===== src/rtl/input_debouncer_pkg.sv =====
// Shared types and defaults for the input debouncer slice.
package input_debouncer_pkg;

  typedef enum logic [1:0] {
    STABLE_LOW  = 2'd0,
    WAIT_HIGH   = 2'd1,
    STABLE_HIGH = 2'd2,
    WAIT_LOW    = 2'd3
  } deb_state_e;

  localparam int unsigned DEF_DEBOUNCE_CYCLES = 16;
  localparam int unsigned DEF_SYNC_STAGES     = 2;

endpackage


===== src/rtl/sync_nff.sv =====
// N-flop level synchronizer with asynchronous active-low reset to 0.
module sync_nff #(
  parameter int unsigned STAGES = 2
) (
  input  logic clk,
  input  logic rst_n,
  input  logic d,
  output logic q
);

  logic [STAGES-1:0] r_sync;

  always_ff @(posedge clk or negedge rst_n) begin
    if (!rst_n) begin
      r_sync <= '0;
    end else begin
      r_sync <= {r_sync[STAGES-2:0], d};
    end
  end

  assign q = r_sync[STAGES-1];

endmodule


===== src/rtl/input_debouncer.sv =====
// Synchronizes a bouncing level input and accepts a change only after
// DEBOUNCE_CYCLES consecutive agreeing samples; counts rejected candidates.
module input_debouncer
  import input_debouncer_pkg::*;
#(
  parameter int unsigned SYNC_STAGES     = DEF_SYNC_STAGES,
  parameter int unsigned DEBOUNCE_CYCLES = DEF_DEBOUNCE_CYCLES,
  parameter int unsigned CNT_W           = 16
) (
  input  logic       clk,
  input  logic       rst_n,
  input  logic       din_raw,
  input  logic       en,
  output logic       d_clean,
  output logic       rise_pulse,
  output logic       fall_pulse,
  output logic       busy,
  output logic [7:0] glitch_cnt
);

  localparam logic [CNT_W-1:0] LP_CNT_LAST = CNT_W'(DEBOUNCE_CYCLES - 1);

  logic             w_s;
  deb_state_e       r_state, w_state_nxt;
  logic [CNT_W-1:0] r_cnt, w_cnt_nxt;
  logic             r_d_clean, w_d_clean_nxt;
  logic             r_rise, w_rise_nxt;
  logic             r_fall, w_fall_nxt;
  logic [7:0]       r_glitch, w_glitch_nxt;
  logic             w_reject;

  sync_nff #(.STAGES(SYNC_STAGES)) u_sync (
    .clk   (clk),
    .rst_n (rst_n),
    .d     (din_raw),
    .q     (w_s)
  );

  always_ff @(posedge clk or negedge rst_n) begin
    if (!rst_n) begin
      r_state   <= STABLE_LOW;
      r_cnt     <= '0;
      r_d_clean <= 1'b0;
      r_rise    <= 1'b0;
      r_fall    <= 1'b0;
      r_glitch  <= '0;
    end else begin
      r_state   <= w_state_nxt;
      r_cnt     <= w_cnt_nxt;
      r_d_clean <= w_d_clean_nxt;
      r_rise    <= w_rise_nxt;
      r_fall    <= w_fall_nxt;
      r_glitch  <= w_glitch_nxt;
    end
  end

  always_comb begin
    w_state_nxt   = r_state;
    w_cnt_nxt     = r_cnt;
    w_d_clean_nxt = r_d_clean;
    w_rise_nxt    = 1'b0;
    w_fall_nxt    = 1'b0;
    w_reject      = 1'b0;
    case (r_state)
      STABLE_LOW: begin
        if (en && w_s) begin
          w_state_nxt = WAIT_HIGH;
          w_cnt_nxt   = CNT_W'(1);
        end
      end
      WAIT_HIGH: begin
        // Dropping enable abandons the candidate silently; it is not a glitch.
        if (!en) begin
          w_state_nxt = STABLE_LOW;
          w_cnt_nxt   = '0;
        end else if (w_s) begin
          if (r_cnt == LP_CNT_LAST) begin
            w_state_nxt   = STABLE_HIGH;
            w_cnt_nxt     = '0;
            w_d_clean_nxt = 1'b1;
            w_rise_nxt    = 1'b1;
          end else begin
            w_cnt_nxt = r_cnt + CNT_W'(1);
          end
        end else begin
          w_state_nxt = STABLE_LOW;
          w_cnt_nxt   = '0;
          w_reject    = 1'b1;
        end
      end
      STABLE_HIGH: begin
        if (en && !w_s) begin
          w_state_nxt = WAIT_LOW;
          w_cnt_nxt   = CNT_W'(1);
        end
      end
      WAIT_LOW: begin
        if (!en) begin
          w_state_nxt = STABLE_HIGH;
          w_cnt_nxt   = '0;
        end else if (!w_s) begin
          if (r_cnt == LP_CNT_LAST) begin
            w_state_nxt   = STABLE_LOW;
            w_cnt_nxt     = '0;
            w_d_clean_nxt = 1'b0;
            w_fall_nxt    = 1'b1;
          end else begin
            w_cnt_nxt = r_cnt + CNT_W'(1);
          end
        end else begin
          w_state_nxt = STABLE_HIGH;
          w_cnt_nxt   = '0;
          w_reject    = 1'b1;
        end
      end
      default: begin
        w_state_nxt = STABLE_LOW;
        w_cnt_nxt   = '0;
      end
    endcase
  end

  always_comb begin
    w_glitch_nxt = r_glitch;
    if (w_reject && (r_glitch != 8'hFF)) begin
      w_glitch_nxt = r_glitch + 8'd1;
    end
  end

  assign d_clean    = r_d_clean;
  assign rise_pulse = r_rise;
  assign fall_pulse = r_fall;
  assign busy       = (r_state == WAIT_HIGH) || (r_state == WAIT_LOW);
  assign glitch_cnt = r_glitch;

endmodule


===== config.mk =====
export PLATFORM = sky130hd
export DESIGN_NAME = input_debouncer
export DESIGN_NICKNAME = d
export VERILOG_FILES = /design/src/rtl/input_debouncer_pkg.sv /design/src/rtl/sync_nff.sv /design/src/rtl/input_debouncer.sv
export SDC_FILE = /design/constraint.sdc
export NUM_CORES = 1
export LEC_CHECK = 0
export CAP_MARGIN = 20
export CORE_MARGIN = 2
export CORE_UTILIZATION = 45
export CTS_CLUSTER_DIAMETER = 60
export DETAILED_ROUTE_END_ITERATION = 10
export PLACE_DENSITY = 0.7
export SETUP_SLACK_MARGIN = 0.02
export SYNTH_ARGS = -nofsm -noshare
export SYNTH_HDL_FRONTEND = slang
export SYNTH_SLANG_ARGS = --single-unit
export TNS_END_PERCENT = 10

===== constraint.sdc =====
create_clock -name clk -period 4 [get_ports clk]
set_clock_uncertainty 0.05 [all_clocks]
set_input_delay 0.8 -clock clk [delete_from_list [all_inputs] [get_ports clk]]
set_output_delay 0.8 -clock clk [all_outputs]
set_load 0.02 [all_outputs]

==> results.toml, run 1 <==
[floorplan]
fp.dieArea_um2 = 4190
std_cell_rows = 22
initial_utilization = 0.460
die_height_um = 64.7
design.core.area_um2 = 3610
pin_count = 16
die_width_um = 64.7

[hold_path]
holdPathStages = 0
startpoint_of_the_worst_hold_path = "u_sync.r_sync[0]$_DFF_PN0_"
hold_end = "u_sync.r_sync[1]$_DFF_PN0_"
worstHoldPathType = "register to register"

[clock_tree]
tritoncts = "yes"
postCtsResizedCells = 0
clkSlewWorstSetupHoldPaths_ns = 0.06
numCtsBuffers = 5
post_cts_setup_buffer_count = 0
clockBufferDepth = 2
cts.sink_count = 31
cts-hold-fix-buffers = 0
htreeDepth = 2
clock-root-buffer = "sky130_fd_sc_hd__clkbuf_8"
clk-insertion-delay-late_ns = 0.28

[timing]
max_freq_mhz = 413
max-slew-margin-rel = 0.493
final-hold-violation-count = 0
number_of_max_slew_violations_in_the_final_report = 0
fin_tns_setup_ns = 0
worst_slack_ns = 1.58
layout_worst_path_cycle_share = 0.605
worst_pin_slew_ns = 0.760
final.min_clock_period_ns = 2.42
setup_violations = 0
grt_setup_unrepaired = "false"

[final_layout]
insertedDiodeCount = 0
fraction_of_layout_instances_using_a_drive_strength_above_1 = 0.0741
finish.net_count = 195
fillCellCount = 343
flow.area_growth_from_synthesis_pct = 16.9
final_area_um2 = 1940

[critical_path]
worst-r2r-cell-count = 4
worst_setup_path_start_kind = "register"
cp_data_arrival_time_ns = 2.54
timing.critical_path.fanout_max = 30
timing.critical_path.required_ns = 4.12
worst_setup_path_end_kind = "register"
worstReg2RegEnd = "r_cnt[1]$_DFFE_PN0P_"
setup.worst_path.class = "register to register"
timing.rr.start = "r_cnt[5]$_DFFE_PN0P_"
setup.reg_to_reg.worst_slack_ns = 1.58

[logic_synthesis]
synth_simple_gate_area_frac = 0.235
synth_enable_flop_cells = 0
synth.avg_cell_area_um2 = 9.64
yosysWarnings = 0
postSynthCellCount = 172
post_synth_instance_area_um2 = 1660
yosys.area_share.xor_xnor = 0.0423
ys_dominant_reg_cell = "sky130_fd_sc_hd__dfrtp_1"
ys_seq_area_frac = 0.468
post_synth_mux_area_share = 0.0249
postSynthNetCount = 179
asyncSetResetFlopFracSynth = 1.00
synth_compound_gate_area_share = 0.169
synth_top_family_by_area = "simple AND/OR/NAND/NOR gates"
synth_seq_cells = 31
synth.distinct_cells = 38
synth_adder_area_share = 0.0226

[power]
maximum_resistive_drop_on_vdd_mv = 0.257
power_frac_clock = 0.322
switching_share = 0.308
powerDensity_nw_per_um2 = 435
comb_power_share = 0.212
power_leakage_nw = 0.794
internal-power_w = 0.000583
power.share.sequential = 0.466
net-switching-power_w = 0.000260

[route]
wl_mm = 3.50
drc = 0
postRouteAntennaNets = 0
via_count = 1430
viasPerCell = 6.03
detail_route.iter0.violations = 91
post_drt_wl_per_cell_um = 14.8
number_of_detailed_routing_iterations_run_before_antenna_repair = 4

[run]
cap_viol_max_count = 0

[status]
outcome = "complete, no violations"

[grt]
first_global_vias = 1261
grt_pass1_wl_mm = 5.78
pin_count_of_the_biggest_net_entering_global_routing = 32
initial_antenna_violation_count = 0
grt_overflow = 0
gr-usage-all-layers = 0.182

[placement]
port_buffers = 15
postPlaceCellArea_um2 = 1840
post-place-ws_ns = 1.31
finalWeightedCongestion = 0.836
dp.final_hpwl_mm = 2.36
==> synthesized netlist by cell type, types with 2 or more instances <==
cell type                    n  area (um^2)
sky130_fd_sc_hd__mux2i_1     3         30.0
sky130_fd_sc_hd__nor3_1      5         25.0
sky130_fd_sc_hd__or4_1       4         30.0
sky130_fd_sc_hd__dfrtp_1    31          776
sky130_fd_sc_hd__or4_4       2         22.5
sky130_fd_sc_hd__nor4_1      3         18.8
sky130_fd_sc_hd__o21ai_0     3         15.0
sky130_fd_sc_hd__buf_6       2         22.5
sky130_fd_sc_hd__nand3_1    14         70.1
sky130_fd_sc_hd__clkbuf_1    6         22.5
sky130_fd_sc_hd__nand4_1     6         37.5
sky130_fd_sc_hd__xor2_1      7         61.3
sky130_fd_sc_hd__o211ai_1    2         15.0
sky130_fd_sc_hd__a31oi_1    18          113
sky130_fd_sc_hd__or3_1       2         12.5
sky130_fd_sc_hd__inv_1       5         18.8
sky130_fd_sc_hd__a22o_1      2         17.5
sky130_fd_sc_hd__nand2b_1    2         12.5
sky130_fd_sc_hd__nand3b_1    4         30.0
sky130_fd_sc_hd__nor2_1     12         45.0
sky130_fd_sc_hd__or3b_2      2         17.5
sky130_fd_sc_hd__nand2_1    14         52.6
sky130_fd_sc_hd__ha_1        3         37.5
sky130_fd_sc_hd__a21oi_1     5         25.0
sky130_fd_sc_hd__o2111ai_1   2         17.5
==> state kept, by name, indices dropped and copies added (netlist names) <==
| signal | flops |
|---|---|
| r_state | 2 |
| fall_pulse | 1 |
| rise_pulse | 1 |
| u_sync.r_sync | 2 |
| d_clean | 1 |
| r_cnt | 16 |
| glitch_cnt | 8 |
==> area by class of cell <==
| class | instances | area [um^2] | share of cell area |
|---|---|---|---|
| multi-input combinational | 128 | 818 | 0.422 |
| timing repair buffer | 17 | 165 | 0.0852 |
| tap | 48 | 60.1 | 0.0310 |
| sequential | 31 | 776 | 0.400 |
| inverter | 5 | 18.8 | 0.00968 |
| clock buffer | 8 | 100 | 0.0516 |
==> through the flow <==
step                hold slack [ns]   util  power, W  std cells
floorplan                     0.281      -  0.000501        172
global placement              0.295  0.510  0.000571        229
detailed placement            0.296  0.510  0.000578        229
CTS                           0.311  0.537  0.000850        237
global route                  0.325  0.537  0.000893        237
finish                        0.306  0.537  0.000843        237
==> layout by cell type (no fill, tap or decap), types with 2 or more instances in the layout <==
cell	Yosys	final
sky130_fd_sc_hd__dfrtp_1	31	31
sky130_fd_sc_hd__a31oi_1	18	18
sky130_fd_sc_hd__clkdlybuf4s50_1	0	15
sky130_fd_sc_hd__nand3_1	14	14
sky130_fd_sc_hd__nand2_1	14	14
sky130_fd_sc_hd__nor2_1	12	12
sky130_fd_sc_hd__xor2_1	7	7
sky130_fd_sc_hd__clkbuf_8	0	7
sky130_fd_sc_hd__nand4_1	6	6
sky130_fd_sc_hd__inv_1	5	5
sky130_fd_sc_hd__a21oi_1	5	5
sky130_fd_sc_hd__nor3_1	5	5
sky130_fd_sc_hd__or4_1	4	4
sky130_fd_sc_hd__nand3b_1	4	4
sky130_fd_sc_hd__nor4_1	3	3
sky130_fd_sc_hd__mux2i_1	3	3
sky130_fd_sc_hd__o21ai_0	3	3
sky130_fd_sc_hd__ha_1	3	3
sky130_fd_sc_hd__or4_4	2	2
sky130_fd_sc_hd__nand2b_1	2	2
sky130_fd_sc_hd__a22o_1	2	2
sky130_fd_sc_hd__o211ai_1	2	2
sky130_fd_sc_hd__or3b_2	2	2
sky130_fd_sc_hd__o2111ai_1	2	2
sky130_fd_sc_hd__or3_1	2	2
sky130_fd_sc_hd__buf_4	0	2
==> worst max-delay path, cell delays in order, from the launching register on <==
cell                      delay, ns
sky130_fd_sc_hd__dfrtp_1       0.47
sky130_fd_sc_hd__or4_4         0.58
sky130_fd_sc_hd__or4_4         0.73
sky130_fd_sc_hd__and2_1        0.25
sky130_fd_sc_hd__a22o_1        0.23
==> per-layer routing <==
metal | up-vias | part of all wire | global-route usage
met5 | - | 0 | 0
li1 | 691 | - | -
met3 | 9 | 0.037 | 0.0486
met2 | 27 | 0.48 | 0.288
met4 | 0 | 0.018 | 0.0878
met1 | 703 | 0.47 | 0.233
==> worst max-delay path by stage <==
stage	startpoint	end	slack, ns	cells past startpoint
2_1_floorplan	en	r_cnt[7]$_DFFE_PN0P_	1.77	6
3_3_place_gp	en	r_cnt[14]$_DFFE_PN0P_	1.38	6
3_5_place_dp	en	r_cnt[10]$_DFFE_PN0P_	1.31	6
4_1_cts	en	r_cnt[10]$_DFFE_PN0P_	1.60	6
5_1_grt	en	r_cnt[10]$_DFFE_PN0P_	1.48	6
6_report	r_cnt[5]$_DFFE_PN0P_	r_cnt[1]$_DFFE_PN0P_	1.58	4
==> power by group through the flow <==
| stage | logic [W] | clock network, W | registers [W] |
|---|---|---|---|
| 6_report | 0.000179 | 0.000271 | 0.000393 |
| 5_1_grt | 0.000199 | 0.000294 | 0.000400 |
| 4_1_cts | 0.000180 | 0.000277 | 0.000393 |
| 3_5_place_dp | 0.000179 | 0 | 0.000399 |
| 3_3_place_gp | 0.000174 | 0 | 0.000397 |
| 2_1_floorplan | 0.0000920 | 0 | 0.000409 |
==> kinds of logic after synthesis <==
| group | count (synthesis) |
|---|---|
| flops | 31 |
| simple gates | 72 |
| fa+ha+maj | 3 |
| xor+xnor | 8 |
| compound gates | 41 |
| mux | 4 |
| buf+inv | 13 |
Note: power is estimated with default switching activity, not from simulation.
==> inputs of run 2 (changes only) <==
==> constraint.sdc (replaced) <==
create_clock -name clk -period 2.5 [get_ports clk]
set_clock_uncertainty 0.05 [all_clocks]
set_input_delay 0.5 -clock clk [delete_from_list [all_inputs] [get_ports clk]]
set_output_delay 0.5 -clock clk [all_outputs]
set_load 0.02 [all_outputs]
==> run 2 against run 1 <==
Worst hold slack improved by 0.012 ns. First-iteration DRC count decreased by 29%. Fmax increased by 3.3%. Sequential power increased by 61%. Highest routed layer unchanged.
==> results.toml, run 2 (same netlist as run 1, synthesis figures left out) <==
[floorplan]
die_width_um = 64.7
initial_utilization = 0.460
die_height_um = 64.7
design.core.area_um2 = 3610
std_cell_rows = 22
pin_count = 16
fp.dieArea_um2 = 4190

[clock_tree]
cts-hold-fix-buffers = 0
postCtsResizedCells = 0
clock-root-buffer = "sky130_fd_sc_hd__clkbuf_8"
clk-insertion-delay-late_ns = 0.28
post_cts_setup_buffer_count = 0
htreeDepth = 2
clkSlewWorstSetupHoldPaths_ns = 0.06
tritoncts = "yes"
numCtsBuffers = 5
clockBufferDepth = 2
cts.sink_count = 31

[run]
cap_viol_max_count = 0

[power]
power_frac_clock = 0.314
powerDensity_nw_per_um2 = 681
power.share.sequential = 0.470
comb_power_share = 0.216
internal-power_w = 0.000940
power_leakage_nw = 0.819
net-switching-power_w = 0.000406
switching_share = 0.302
finalPower_w = 0.00135
maximum_resistive_drop_on_vdd_mv = 0.312

[route]
detail_route.iter0.violations = 65
drc = 0
wl_mm = 3.50
postRouteAntennaNets = 0
viasPerCell = 5.95
number_of_detailed_routing_iterations_run_before_antenna_repair = 4
via_count = 1441
post_drt_wl_per_cell_um = 14.5

[final_layout]
finish.net_count = 200
fillCellCount = 338
fraction_of_layout_instances_using_a_drive_strength_above_1 = 0.0979
insertedDiodeCount = 0
most-common-layout-cells = "sky130_fd_sc_hd__dfrtp_1 (31), sky130_fd_sc_hd__a31oi_1 (18), sky130_fd_sc_hd__clkdlybuf4s50_1 (15)"
max_flop_register = "r_cnt"
number_of_flip_flops_in_the_largest_register = 16
layout_commonest_cell = "sky130_fd_sc_hd__dfrtp_1"
flow.area_growth_from_synthesis_pct = 19.2

[critical_path]
crit_path_top_delay_cell = "sky130_fd_sc_hd__or4_4"
worst_setup_path_end_kind = "register"
critPathMaxStageDelay_ns = 0.72
timing.critical_path.fanout_max = 30
cp_data_arrival_time_ns = 2.47
critical_path_buf_inv_count = 0
timing.critical_path.max_delay_family = "simple AND/OR/NAND/NOR gates"
worst_setup_path_start_kind = "register"
path_cells = "or4_1 -> or4_4 -> and2_1 -> a22o_1"
timing.critical_path.required_ns = 2.62
setup.worst_path.class = "register to register"

[timing]
finalHoldWorstSlack_ns = 0.318
setup_violations = 0
final-hold-violation-count = 0
worst_pin_slew_ns = 0.677
max_freq_mhz = 427
number_of_max_slew_violations_in_the_final_report = 0
grt_setup_unrepaired = "false"
final.min_clock_period_ns = 2.34
fin_tns_setup_ns = 0
max-slew-margin-rel = 0.548
layout_worst_path_cycle_share = 0.938

[placement]
dp.final_hpwl_mm = 2.44
finalWeightedCongestion = 0.873
port_buffers = 15

[grt]
first_global_vias = 1338
pin_count_of_the_biggest_net_entering_global_routing = 32
gr-usage-all-layers = 0.194
grt_overflow = 0
grt_pass1_wl_mm = 6.14
initial_antenna_violation_count = 0

[hold_path]
worstHoldPathType = "register to register"

[status]
outcome = "complete, no violations"
==> run 2: layout make-up <==
type	instances	area (um^2)	area share
multi-input cells	128	818	0.414
inverters	5	18.8	0.00950
repair buffers	22	203	0.103
well taps	48	60.1	0.0304
clock buffers	8	100	0.0507
flip-flops and latches	31	776	0.393
==> run 2: final timing paths <==
| kind | start | to | slack, ns | depth (start not counted) |
|---|---|---|---|---|
| max | r_cnt[4]$_DFFE_PN0P_ | r_cnt[1]$_DFFE_PN0P_ | 0.16 | 4 |
| min | u_sync.r_sync[0]$_DFF_PN0_ | u_sync.r_sync[1]$_DFF_PN0_ | 0.32 | 0 |
| max reg2reg | r_cnt[4]$_DFFE_PN0P_ | r_cnt[1]$_DFFE_PN0P_ | 0.16 | 4 |
| min reg2reg | u_sync.r_sync[0]$_DFF_PN0_ | u_sync.r_sync[1]$_DFF_PN0_ | 0.32 | 0 |
| max in group asynchronous | rst_n | glitch_cnt[2]$_DFFE_PN0P_ | 1.56 | 2 |
| min in group asynchronous | rst_n | glitch_cnt[6]$_DFFE_PN0P_ | 0.56 | 2 |
==> run 2: layer usage <==
metal | part of all wire | vias up | global-route usage
met2 | 0.44 | 45 | 0.283
met5 | 0 | - | 0
met4 | 0.021 | 0 | 0.0904
li1 | - | 698 | -
met1 | 0.48 | 688 | 0.255
met3 | 0.063 | 10 | 0.0712
==> run 2: power groups by stage <==
stage | clock (W) | sequential (W) | combinational [W]
after detailed placement | 0 | 0.000639 | 0.000293
final | 0.000423 | 0.000632 | 0.000291
after global routing | 0.000466 | 0.000641 | 0.000319
after floorplan | 0 | 0.000655 | 0.000147
after CTS | 0.000440 | 0.000630 | 0.000294
after global placement | 0 | 0.000634 | 0.000287
==> run 2: stage by stage <==
stage,cells,cell area [um^2],worst slack (ns),utilization
finish,242,1980,0.156,0.548
global route,242,1980,0.0801,0.548
CTS,242,1980,0.164,0.548
detailed placement,234,1880,0.160,0.520
global placement,234,1880,0.218,0.520
floorplan,172,1660,0.277,-
==> run 2: worst register-to-register path, stage by stage, from the launching register on <==
cell and delay, ns:
sky130_fd_sc_hd__dfrtp_1 0.42, sky130_fd_sc_hd__or4_1 0.58, sky130_fd_sc_hd__or4_4 0.72, sky130_fd_sc_hd__and2_1 0.25
sky130_fd_sc_hd__a22o_1 0.22
